===== src/rtl/dma_rd.sv =====
// rtl/dma_rd.sv - AXI3 read master streaming an aligned byte range into the pixel FIFO
module dma_rd #(
  parameter int DATA_W    = 64,
  parameter int BURST_LEN = 16,
  parameter int MAX_OUTST = 4,
  parameter int ADDR_W    = 32,
  parameter int ID_W      = 12,
  parameter int AXI_ID    = 0
) (
  input  logic              clk,
  input  logic              resetn,
  input  logic              start,
  input  logic              abort,
  input  logic [ADDR_W-1:0] addrstart,
  input  logic [ADDR_W-1:0] addrend,
  output logic              busy,
  output logic              done,
  output logic              err,
  output logic [DATA_W-1:0] fifo_di,
  output logic              fifo_wren,
  input  logic              fifo_alfull,
  output logic [ADDR_W-1:0] araddr,
  output logic [ID_W-1:0]   arid,
  output logic [3:0]        arlen,
  output logic [2:0]        arsize,
  output logic [1:0]        arburst,
  output logic              arvalid,
  input  logic              arready,
  input  logic [DATA_W-1:0] rdata,
  input  logic [ID_W-1:0]   rid,
  input  logic [1:0]        rresp,
  input  logic              rlast,
  input  logic              rvalid,
  output logic              rready
);

  localparam int BYTES = DATA_W / 8;
  localparam int LOG_BYTES = $clog2(BYTES);
  localparam logic [ADDR_W-1:0] ALIGN_MASK = ~(ADDR_W'(BYTES - 1));

  typedef enum logic [2:0] {S_IDLE, S_ISSUE, S_DRAIN, S_DONE, S_ABORT} state_t;

  state_t            state;
  logic [ADDR_W-1:0] cur;
  logic [ADDR_W-1:0] end_addr;
  logic [3:0]        outst;
  logic [3:0]        outst_nxt;
  logic [ADDR_W-1:0] start_cur;
  logic [ADDR_W-1:0] start_end;
  logic [ADDR_W-1:0] rem_beats;
  logic [12:0]       page_beats;
  logic [4:0]        beats;
  logic [ADDR_W-1:0] next_cur;
  logic              ar_hs;
  logic              r_last;
  logic              can_issue;
  logic              unused_rid;

  // All bursts share one ID and return in order, so rid carries no information.
  assign unused_rid = ^rid;

  assign arid    = ID_W'(AXI_ID);
  assign arsize  = 3'(LOG_BYTES);
  assign arburst = 2'b01;
  assign rready  = 1'b1;

  assign start_cur  = addrstart & ALIGN_MASK;
  assign start_end  = addrend & ALIGN_MASK;
  assign rem_beats  = (end_addr - cur) >> LOG_BYTES;
  assign page_beats = (13'h1000 - {1'b0, cur[11:0]}) >> LOG_BYTES;
  assign next_cur   = cur + ((ADDR_W'(arlen) + ADDR_W'(1)) << LOG_BYTES);
  assign ar_hs      = arvalid & arready;
  assign r_last     = rvalid & rlast;
  assign can_issue  = (outst < 4'(MAX_OUTST)) && !fifo_alfull;

  // Burst never crosses a 4 KB page nor runs past the end of the window.
  always_comb begin
    beats = 5'(BURST_LEN);
    if (rem_beats < ADDR_W'(BURST_LEN)) beats = 5'(rem_beats);
    if (page_beats < 13'(beats)) beats = 5'(page_beats);
  end

  always_comb begin
    outst_nxt = outst;
    if (ar_hs && !r_last) outst_nxt = outst + 4'd1;
    else if (!ar_hs && r_last && outst != 4'd0) outst_nxt = outst - 4'd1;
  end

  always_ff @(posedge clk or negedge resetn) begin
    if (!resetn) begin
      state     <= S_IDLE;
      cur       <= '0;
      end_addr  <= '0;
      outst     <= '0;
      busy      <= 1'b0;
      done      <= 1'b0;
      err       <= 1'b0;
      fifo_di   <= '0;
      fifo_wren <= 1'b0;
      araddr    <= '0;
      arlen     <= '0;
      arvalid   <= 1'b0;
    end else begin
      outst     <= outst_nxt;
      done      <= 1'b0;
      fifo_wren <= 1'b0;
      if (rvalid && (state == S_ISSUE || state == S_DRAIN)) begin
        fifo_wren <= 1'b1;
        fifo_di   <= rdata;
      end
      if (rvalid && rresp != 2'b00) err <= 1'b1;

      case (state)
        S_IDLE: begin
          if (start) begin
            cur      <= start_cur;
            end_addr <= start_end;
            err      <= 1'b0;
            busy     <= 1'b1;
            state    <= (start_cur < start_end) ? S_ISSUE : S_DONE;
          end
        end
        S_ISSUE: begin
          if (arvalid) begin
            if (arready) begin
              arvalid <= 1'b0;
              cur     <= next_cur;
              if (next_cur >= end_addr) state <= S_DRAIN;
            end
          end else if (can_issue && !abort) begin
            arvalid <= 1'b1;
            araddr  <= cur;
            arlen   <= 4'(beats - 5'd1);
          end
          if (abort) state <= S_ABORT;
        end
        S_DRAIN: begin
          if (abort) state <= S_ABORT;
          else if (outst_nxt == 4'd0) state <= S_DONE;
        end
        S_DONE: begin
          done  <= 1'b1;
          busy  <= 1'b0;
          state <= S_IDLE;
        end
        S_ABORT: begin
          // A pending AR must still complete; its burst is then drained and dropped.
          if (ar_hs) arvalid <= 1'b0;
          if (!arvalid && outst_nxt == 4'd0) begin
            busy  <= 1'b0;
            state <= S_IDLE;
          end
        end
        default: state <= S_IDLE;
      endcase
    end
  end

endmodule


===== config.mk =====
export PLATFORM = sky130hd
export DESIGN_NAME = dma_rd
export DESIGN_NICKNAME = d
export VERILOG_FILES = /design/src/rtl/dma_rd.sv
export SDC_FILE = /design/constraint.sdc
export NUM_CORES = 1
export LEC_CHECK = 0
export ABC_AREA = 1
export CELL_PAD_IN_SITES_DETAIL_PLACEMENT = 0
export CELL_PAD_IN_SITES_GLOBAL_PLACEMENT = 2
export CORE_ASPECT_RATIO = 0.5
export CORE_MARGIN = 3
export CORE_UTILIZATION = 31
export CTS_BUF_LIST = sky130_fd_sc_hd__clkbuf_8
export DETAILED_ROUTE_END_ITERATION = 10
export GPL_ROUTABILITY_DRIVEN = 0
export PLACE_DENSITY = 0.92
export SETUP_SLACK_MARGIN = 0.02
export SLEW_MARGIN = 20
export SYNTH_ARGS = -nofsm -noshare
export SYNTH_HDL_FRONTEND = slang
export SYNTH_SLANG_ARGS = --single-unit

===== constraint.sdc =====
create_clock -name clk -period 11.6 [get_ports clk]
set_clock_uncertainty 0.05 [all_clocks]
set_input_delay 1.74 -clock clk [delete_from_list [all_inputs] [get_ports clk]]
set_output_delay 1.74 -clock clk [all_outputs]
set_load 0.03 [all_outputs]

* Yosys cells after proc, flatten, opt, wreduce, memory -nomap -nowiden
Index checks and enable logic that the tools add are counted.
** Word-level totals
- Bits in registers :: 173
- Bits in latches :: 0
- Bits in writable memories :: 0
- Memory bits (read-only) :: 0
- Input port bits :: 150
- Output and inout bits :: 123
- Word-level logic and storage cells :: 98
- Memories kept :: 0
** Operators by class
- $add $sub $neg :: 7
- Multiply operators :: 0
- Div/mod/pow operators :: 0
- Magnitude comparators :: 5
- Equality and inequality tests :: 13
- Shift-type cells :: 0
- Multiplexer cells :: 31
- Bitwise gates (word level) :: 3
- Reduce and logical (&&, ||, !) cells :: 27
** Operators with widths (count)
- $mux W32 :: 3
- $pmux W32 S2 :: 1
- $add A32 B8 Y32 :: 1
- $ge A32 B32 Y1 :: 1
- $lt A32 B32 Y1 :: 1
- $sub A32 B32 Y32 :: 1
- $lt A29 B5 Y1 const B :: 1
- $mux W3 :: 8
- $sub A13 B12 Y13 const A :: 1
- $mux W4 :: 3
- $pmux W3 S4 :: 1
- $mux W1 :: 11
- $lt A10 B5 Y1 :: 1
- $ne A2 B2 Y1 const B :: 5
- $logic_and A1 B1 Y1 :: 8
- $sub A4 B1 Y4 const B :: 2
- $eq A3 B2 Y1 const B :: 2
- $ne A3 B2 Y1 const B :: 2
- $ne A3 B3 Y1 const B :: 2
- $reduce_and A3 Y1 :: 2
- $reduce_and A6 Y1 :: 1
- $reduce_bool A2 Y1 :: 3
- $add A4 B1 Y5 const B :: 1
- $logic_not A1 Y1 :: 5
- other kinds (17) :: 19

* Depth between registers and ports, before layout
Gate-level depths: netlist of the first run.
- Depth in word-level cells :: 10
- Gate-level depth with buffers :: 29
- Mapped depth without buffers :: 29

* Worst setup path before layout of the first run
No wires, ideal clock.
- Path kind :: register to register
- Start :: register arlen[0]
- End :: register state[0]
- Library setup time :: 83 ps
- Data arrival time :: 3878 ps
- Data required time :: 11467 ps
- Setup slack :: 7589 ps
- Stages on the path, launching flop included :: 29
- Path buffers :: 0
- Cells stage by stage :: dfrtp_1 -> ha_1 -> inv_1 -> fa_1 -> o21ai_2 -> nand2_2 -> a21oi_4 -> nand4_2 -> nor2_4 -> nand3_4 -> nor2_4 -> nand3_4 -> nor3_4 -> nand4_2 -> nor2_1 -> nand2_1 -> nand2_1 -> nand2_1 -> ha_1 -> nand2_1 -> inv_1 -> nand3_1 -> nor2_1 -> nand3_1 -> o21ai_0 -> nand2_1 -> nand2_1 -> nand2_1 -> o21ai_0
** On the way
- Longest elaborated chain between the ends :: 5
** Ends and longest elaborated chain
- from (decl) :: RTL line 24 : output logic [3:0] arlen,
- from (signal assigned) :: RTL line 133 : arlen <= 4'(beats - 5'd1);
- $add A4 B1 Y5 :: RTL line 71 : assign next_cur = cur + ((ADDR_W'(arlen) + ADDR_W'(1)) << LOG_BYTES);
- $add A32 B8 Y32 :: RTL line 71
- $ge A32 B32 Y1 :: RTL line 128 : if (next_cur >= end_addr) state <= S_DRAIN;
- $ne A3 B2 Y1 (no line)
- $reduce_and A6 Y1 (no line)
- to (signal assigned) :: RTL line 120 : state <= (start_cur < start_end) ? S_ISSUE : S_DONE;
- to (decl) :: RTL line 43 : state_t state;
Every way passes these cells.
A chain may end at the register's enable or synchronous reset.

* Worst setup path after layout of the first run
- Start :: register cur[8]
- End :: register arlen[2]
** On the way
- Longest elaborated chain between the ends :: 6
** Ends and longest elaborated chain
- from (decl) :: RTL line 44 : logic [ADDR_W-1:0] cur;
- from (signal assigned) :: RTL line 116 : cur <= start_cur;
- from (signal assigned) :: RTL line 127 : cur <= next_cur;
- $sub A32 B32 Y32 :: RTL line 69 : assign rem_beats = (end_addr - cur) >> LOG_BYTES;
- $lt A29 B5 Y1 :: RTL line 79 : if (rem_beats < ADDR_W'(BURST_LEN)) beats = 5'(rem_beats);
- $mux W5 :: RTL line 79
- $lt A10 B5 Y1 :: RTL line 80 : if (page_beats < 13'(beats)) beats = 5'(page_beats);
- $mux W4 * :: RTL line 80
- $sub A4 B1 Y4 * :: RTL line 133
Mark *: on every way between the ends. The rest lies on a longest branch, timed or not.

==> out/metrics.cfg, run 1 <==
[status]
status=complete, no violations

[power]
design_power_total_mw=4.65
switchingPower_mw=2.48
p_leak_nw=7.67
seqPwrFrac=0.232
p_comb_frac=0.673
p_clk_frac=0.095
swShare=0.533
p_int_mw=2.17
powerDensity_nw_per_um2=314
ir_worst_vdd_mv=0.129

[global_route]
grtUsageMet1=0.254
antenna_found_initial=1
grt_usage=0.180
grt_util_met3=0.0273
gr-total-overflow=0
grt_max_degree=95
grt_pass1_wl_um=56800
met2_usage=0.292
grt.busiest_layer=met2
grt_pass1_vias=10452

[cts]
cts-resized-gates=0
cts_max_level=4
clk_latency_ns=0.48
hold_buffers=0
cts_max_path_buffers=2
cts_root_buf=clkbuf_8
cts_inserted_buffers=17
clkSlewWorstSetupHoldPaths_ns=0.10
postCtsSetupRepairBufs=0
cts_tree=built
clkSinkCount=167

[synthesis]
syn_area_um2=11700
synth-seq-cells=167
netlist_top_cells_area=dfrtp_1, nand2_1, ha_1
avgSynthCellArea_um2=7.05
yosys.area.top_type=dfrtp_1
ys_warn_count=0
synth-async-reset-ratio=1.00
synth-edff-count=0
ys_seq_area_frac=0.358
ys.flop_type=dfrtp_1
synth_top_area_frac=0.358
syn_inst=1655
ys_types=46

[worst_setup_path]
cp-start-kind=flip-flop
arrival_ns=4.96
critPathCaptureType=flip-flop
cp.required_ns=11.95
path_class=flip-flop to flip-flop
critPathMaxFanout=7

[sta]
max_freq_ghz=0.217
fin_crit_sh=0.397
rsz0062_at_grt=no
hold_violations=0
setup_slack_ns=6.99
slew_headroom=0.291
final-setup-viol-count=0
worstMarginPinSlew_ns=1.06
post-route-min-period_ns=4.61
fin_hold_ws_ns=0.432
tns_ns=0
finalMaxSlewViolations=0

[hold_path]
hold_class=flip-flop to flip-flop

[die]
pin_count=273
die_h_um=143
design.die.area_um2=40200
rows=49
dieWidth_um=280
core_um2=36500
initial_core_util=0.319

[finish]
final_cell_area_um2=14800
fin_util=0.406
drive_gt1_frac=0.0361
syn_to_final_growth_pct=27.1
fin_nets=2124
fin_cells=2370

[route]
drt-total-wl_um=35900
drc=0
drt_iter0_drc=737
vias=10787
via_per_inst=4.55
ant_nets=0
wire_per_inst_um=15.1
drtPass1Iterations=5

[placed_design]
dp.cells=2337
place_area_um2=14400
pre_cts_ws_ns=6.86
io_buffers=233
hpwl_um=28200

[flow_run]
max_cap_viol_count=0

-- cells by family after synthesis --
family          count (synthesis)  share of synthesized area
mux                             1                   0.000965
xor+xnor                       33                     0.0248
flops                         167                      0.358
simple gates                  806                      0.289
fa+ha+maj                     102                      0.110
compound gates                215                      0.103
other cells                     2                   0.000643
buf+inv                       329                      0.113
-- power groups by stage --
| stage | Combinational [mW] | Sequential, mW | Clock, mW |
|---|---|---|---|
| after floorplan | 1.84 | 1.33 | 0 |
| after global placement | 3.13 | 1.08 | 0 |
| after detailed placement | 3.14 | 1.08 | 0 |
| after CTS | 3.15 | 1.08 | 0.456 |
| after global routing | 3.54 | 1.12 | 0.481 |
| final | 3.13 | 1.08 | 0.441 |
-- flip-flops by register name, indices dropped and copies added, names as in the netlist, 3 cells and up --
signal	flops
state	3
arlen	4
fifo_di	64
araddr	29
cur	29
end_addr	29
outst	4
-- metal layers --
layer / part of all wire / routed length, um
met4: 0.010 / 370
met5: 0 / 0
met2: 0.45 / 16300
met1: 0.50 / 17800
met3: 0.039 / 1400
-- layout make-up --
cell class,instances,area (um^2)
clock inverters,13,146
clock buffers,18,248
inverters,270,1010
multi-input cells,1178,6260
well taps,484,606
fillers,3890,21700
diodes,2,5.00
flip-flops and latches,167,4180
repair buffers,238,2370
-- critical path, stage by stage, from the launching register on --
cell and delay [ns]:
dfrtp_1 0.38, clkinv_1 0.26, ha_1 0.46, nand2_1 0.18, inv_1 0.05, nand2_1 0.06, nand2_1 0.07, a21oi_1 0.18
nand2_1 0.14, nand2_1 0.08, nand2_1 0.06, xnor2_1 0.26, nand3_1 0.12, nor2_1 0.21, nand2_1 0.09, nor2_1 0.14
inv_1 0.07, ha_1 0.28, a21oi_1 0.14, nor2_1 0.08, nor4_4 0.30, nand2_2 0.13, nand2_1 0.09, nand2_2 0.08
ha_1 0.21, nand3b_1 0.16, a31oi_1 0.20
-- cell usage in the layout (no fill, tap or decap), types with 3 or more instances in the layout --
| cell | netlist | layout |
|---|---|---|
| nor2_1 | 110 | 110 |
| o21ai_2 | 3 | 3 |
| nand2_1 | 562 | 559 |
| ha_1 | 101 | 101 |
| a21oi_1 | 44 | 44 |
| a31oi_1 | 4 | 4 |
| a21o_1 | 4 | 4 |
| nor3_1 | 15 | 14 |
| clkinvlp_4 | 0 | 3 |
| nand4_1 | 29 | 29 |
| o211ai_1 | 4 | 4 |
| clkbuf_8 | 0 | 18 |
| dfrtp_1 | 167 | 167 |
| nand3_1 | 54 | 54 |
| o22ai_1 | 25 | 25 |
| inv_1 | 269 | 269 |
| inv_6 | 0 | 4 |
| nand3b_1 | 6 | 6 |
| xor2_1 | 27 | 27 |
| conb_1 | 2 | 21 |
| a211oi_1 | 5 | 5 |
| buf_4 | 23 | 5 |
| nand2_2 | 8 | 10 |
| xnor2_1 | 6 | 6 |
| nor4_1 | 4 | 4 |
| clkdlybuf4s50_1 | 0 | 232 |
| o21bai_1 | 4 | 4 |
| nor2_4 | 5 | 5 |
| o21a_1 | 3 | 3 |
| o21ai_0 | 112 | 112 |
-- final timing paths --
| path | cells after the start | end | from | slack (ns) |
|---|---|---|---|---|
| min reg2reg | 2 | fifo_di[49]$_DFFE_PN0P_ | fifo_di[49]$_DFFE_PN0P_ | 0.43 |
| min | 2 | fifo_di[49]$_DFFE_PN0P_ | fifo_di[49]$_DFFE_PN0P_ | 0.43 |
| min in group asynchronous | 1 | fifo_di[24]$_DFFE_PN0P_ | resetn | 1.27 |
| max | 26 | arlen[2]$_DFFE_PN0P_ | cur[8]$_DFFE_PN0P_ | 6.99 |
| max reg2reg | 26 | arlen[2]$_DFFE_PN0P_ | cur[8]$_DFFE_PN0P_ | 6.99 |
| max in group asynchronous | 2 | araddr[6]$_DFFE_PN0P_ | resetn | 8.70 |
-- cell usage after synthesis (5+ instances only) --
| cell | n |
|---|---|
| nand2_1 | 562 |
| inv_1 | 269 |
| dfrtp_1 | 167 |
| o21ai_0 | 112 |
| nor2_1 | 110 |
| ha_1 | 101 |
| nand3_1 | 54 |
| a21oi_1 | 44 |
| clkbuf_1 | 32 |
| nand4_1 | 29 |
| xor2_1 | 27 |
| o22ai_1 | 25 |
| buf_4 | 23 |
| nor3_1 | 15 |
| nand2_2 | 8 |
| nand3b_1 | 6 |
| xnor2_1 | 6 |
| a211oi_1 | 5 |
| nor2_4 | 5 |
No activity file was read; power rests on OpenSTA's default activity.
==> run 2: changes to the inputs <==
Settings changed: CORE_UTILIZATION 31 to 29, PLACE_DENSITY 0.92 to 0.87.
Clock period 11.6 ns to 4.6 ns, I/O delays scaled along.
==> out/metrics.cfg, run 2 (synthesized netlist as in run 1, its figures left out) <==
[die]
pin_count=273  ; unchanged
die_h_um=148  ; was 143 um
dieWidth_um=290  ; was 280 um
initial_core_util=0.297  ; was 0.319
design.die.area_um2=42800  ; was 40,200 um^2
core_um2=39300  ; was 36,500 um^2
rows=51  ; was 49

[worst_setup_path]
critPathMaxStageDelay_ns=0.44  ; was 0.46 ns
cp-start-kind=flip-flop  ; unchanged
r2r-start=arlen[0]$_DFFE_PN0P_  ; was cur[8]$_DFFE_PN0P_
path_delay_family=simple AND/OR/NAND/NOR gates  ; unchanged
path_common_cell=nand2_1  ; unchanged
rrSetupSlack_ns=0.20  ; was 6.99 ns
critPathCaptureType=flip-flop  ; unchanged
arrival_ns=4.76  ; was 4.96 ns
critPathBufInv=2  ; was 3
path_class=flip-flop to flip-flop  ; unchanged
crit_slowest_cell=dfrtp_1  ; was ha_1
cp.required_ns=4.96  ; was 11.95 ns
critPathLaunch=arlen[0]$_DFFE_PN0P_  ; was cur[8]$_DFFE_PN0P_
critPathMaxFanout=4  ; was 7

[sta]
worstMarginPinSlew_ns=0.904  ; was 1.06 ns
final-setup-viol-count=0  ; unchanged
post-route-min-period_ns=4.40  ; was 4.61 ns
finalMaxSlewViolations=0  ; unchanged
max_freq_ghz=0.227  ; was 0.217 GHz
hold_violations=0  ; unchanged
rsz0062_at_grt=yes  ; was no
slew_headroom=0.397  ; was 0.291
fin_crit_sh=0.956  ; was 0.397
fin_hold_ws_ns=0.234  ; was 0.432 ns

[power]
p_leak_nw=7.88  ; was 7.67 nW
ir_worst_vdd_mv=0.273  ; was 0.129 mV
seqPwrFrac=0.222  ; was 0.232
p_comb_frac=0.679  ; was 0.673
p_int_mw=5.75  ; was 2.17 mW
switchingPower_mw=6.46  ; was 2.48 mW
powerDensity_nw_per_um2=797  ; was 314 nW/um^2
swShare=0.529  ; was 0.533
p_clk_frac=0.099  ; was 0.095

[finish]
final_common_cell=nand2_1  ; unchanged
regMostFlops=fifo_di  ; unchanged
fin_util=0.390  ; was 0.406
drive_gt1_frac=0.0666  ; was 0.0361
syn_to_final_growth_pct=31.3  ; was 27.1%
num_antenna_cells=0  ; was 2
fin_nets=2161  ; was 2,124
mostFrequentLayoutCells=nand2_1, inv_1, clkdlybuf4s50_1, dfrtp_1, o21ai_0  ; unchanged
largest_reg_flops=64  ; unchanged
final_cell_area_um2=15300  ; was 14,800 um^2
n_fill_cell=4231  ; was 3,890

[route]
drt_iter0_drc=649  ; was 737
wire_per_inst_um=15.1  ; about the same
drc=0  ; unchanged
drt-total-wl_um=37100  ; was 35,900 um
vias=10927  ; was 10,787
drtPass1Iterations=5  ; unchanged
ant_nets=0  ; unchanged
via_per_inst=4.46  ; was 4.55

[flow_run]
max_cap_viol_count=0  ; unchanged

[cts]
cts_tree=built  ; unchanged
cts_inserted_buffers=17  ; unchanged
hold_buffers=0  ; unchanged
cts_max_path_buffers=2  ; unchanged
cts_root_buf=clkbuf_8  ; unchanged
clkSlewWorstSetupHoldPaths_ns=0.11  ; was 0.10 ns
clkSinkCount=167  ; unchanged
clk_latency_ns=0.49  ; was 0.48 ns
cts_max_level=4  ; unchanged

[placed_design]
hpwl_um=29500  ; was 28,200 um
place_area_um2=14700  ; was 14,400 um^2
io_buffers=233  ; unchanged

[status]
status=complete, no violations  ; unchanged

[global_route]
grt_usage=0.175  ; was 0.180
grt_pass1_vias=10909  ; was 10,452
gr-total-overflow=0  ; unchanged
grt_max_degree=95  ; unchanged
antenna_found_initial=0  ; was 1
grt_pass1_wl_um=59300  ; was 56,800 um

[hold_path]
hold_class=primary input to asynchronous set/reset pin  ; was flip-flop to flip-flop

-- run 2: cell types whose count changed in the layout (fill, tap and decap cells not counted), moves of 5 or more --
cell	change
ha_1	-5
buf_4	+36
nor2_2	+6
nor2_1	-6
-- run 2: final timing paths --
path / endpoint / cells past startpoint
max: state[1]$_DFFE_PN0P_ / 26
min: fifo_di[30]$_DFFE_PN0P_ / 1
max reg2reg: state[1]$_DFFE_PN0P_ / 26
min reg2reg: fifo_di[26]$_DFFE_PN0P_ / 2
max in group asynchronous: cur[6]$_DFFE_PN0P_ / 2
min in group clk: fifo_di[26]$_DFFE_PN0P_ / 2
-- run 2: metal layers --
layer  track usage  part of all wire
met1         0.251              0.48
met2         0.277              0.45
met3        0.0334             0.057
met4        0.0343             0.011
met5             0                 0
-- run 2: power by group through the flow --
| stage | sequential (mW) | combinational [mW] | clock, mW |
|---|---|---|---|
| finish | 2.71 | 8.29 | 1.21 |
| global route | 2.81 | 9.33 | 1.31 |
| CTS | 2.70 | 8.17 | 1.25 |
| detailed placement | 2.72 | 8.13 | 0 |
| global placement | 2.71 | 8.13 | 0 |
| floorplan | 3.36 | 4.64 | 0 |
-- run 2: area by class of cell --
class,count,area (um^2),share of cell area
Clock buffer,17,234,0.0153
Clock inverter,15,209,0.0136
Inverter,270,1010,0.0661
Multi-Input combinational cell,1178,6360,0.415
Sequential cell,167,4180,0.273
Tap cell,530,663,0.0433
Timing Repair Buffer,275,2660,0.174
-- run 2: repair_timing --
item,in CTS,in global routing
setup buffers,0,10
setup endpoints to repair,0,5
resized for setup,0,26
-- run 2: through the flow --
stage / TNS (ns) / std cells / total power, mW / worst slack (ns)
2_1_floorplan: 0 / 1674 / 7.99 / 0.589
5_1_grt: -0.120 / 2452 / 13.4 / -0.0605
4_1_cts: 0 / 2442 / 12.1 / 0.136
6_report: 0 / 2452 / 12.2 / 0.203
3_5_place_dp: 0 / 2410 / 10.8 / 0.169
3_3_place_gp: 0 / 2410 / 10.8 / 0.216
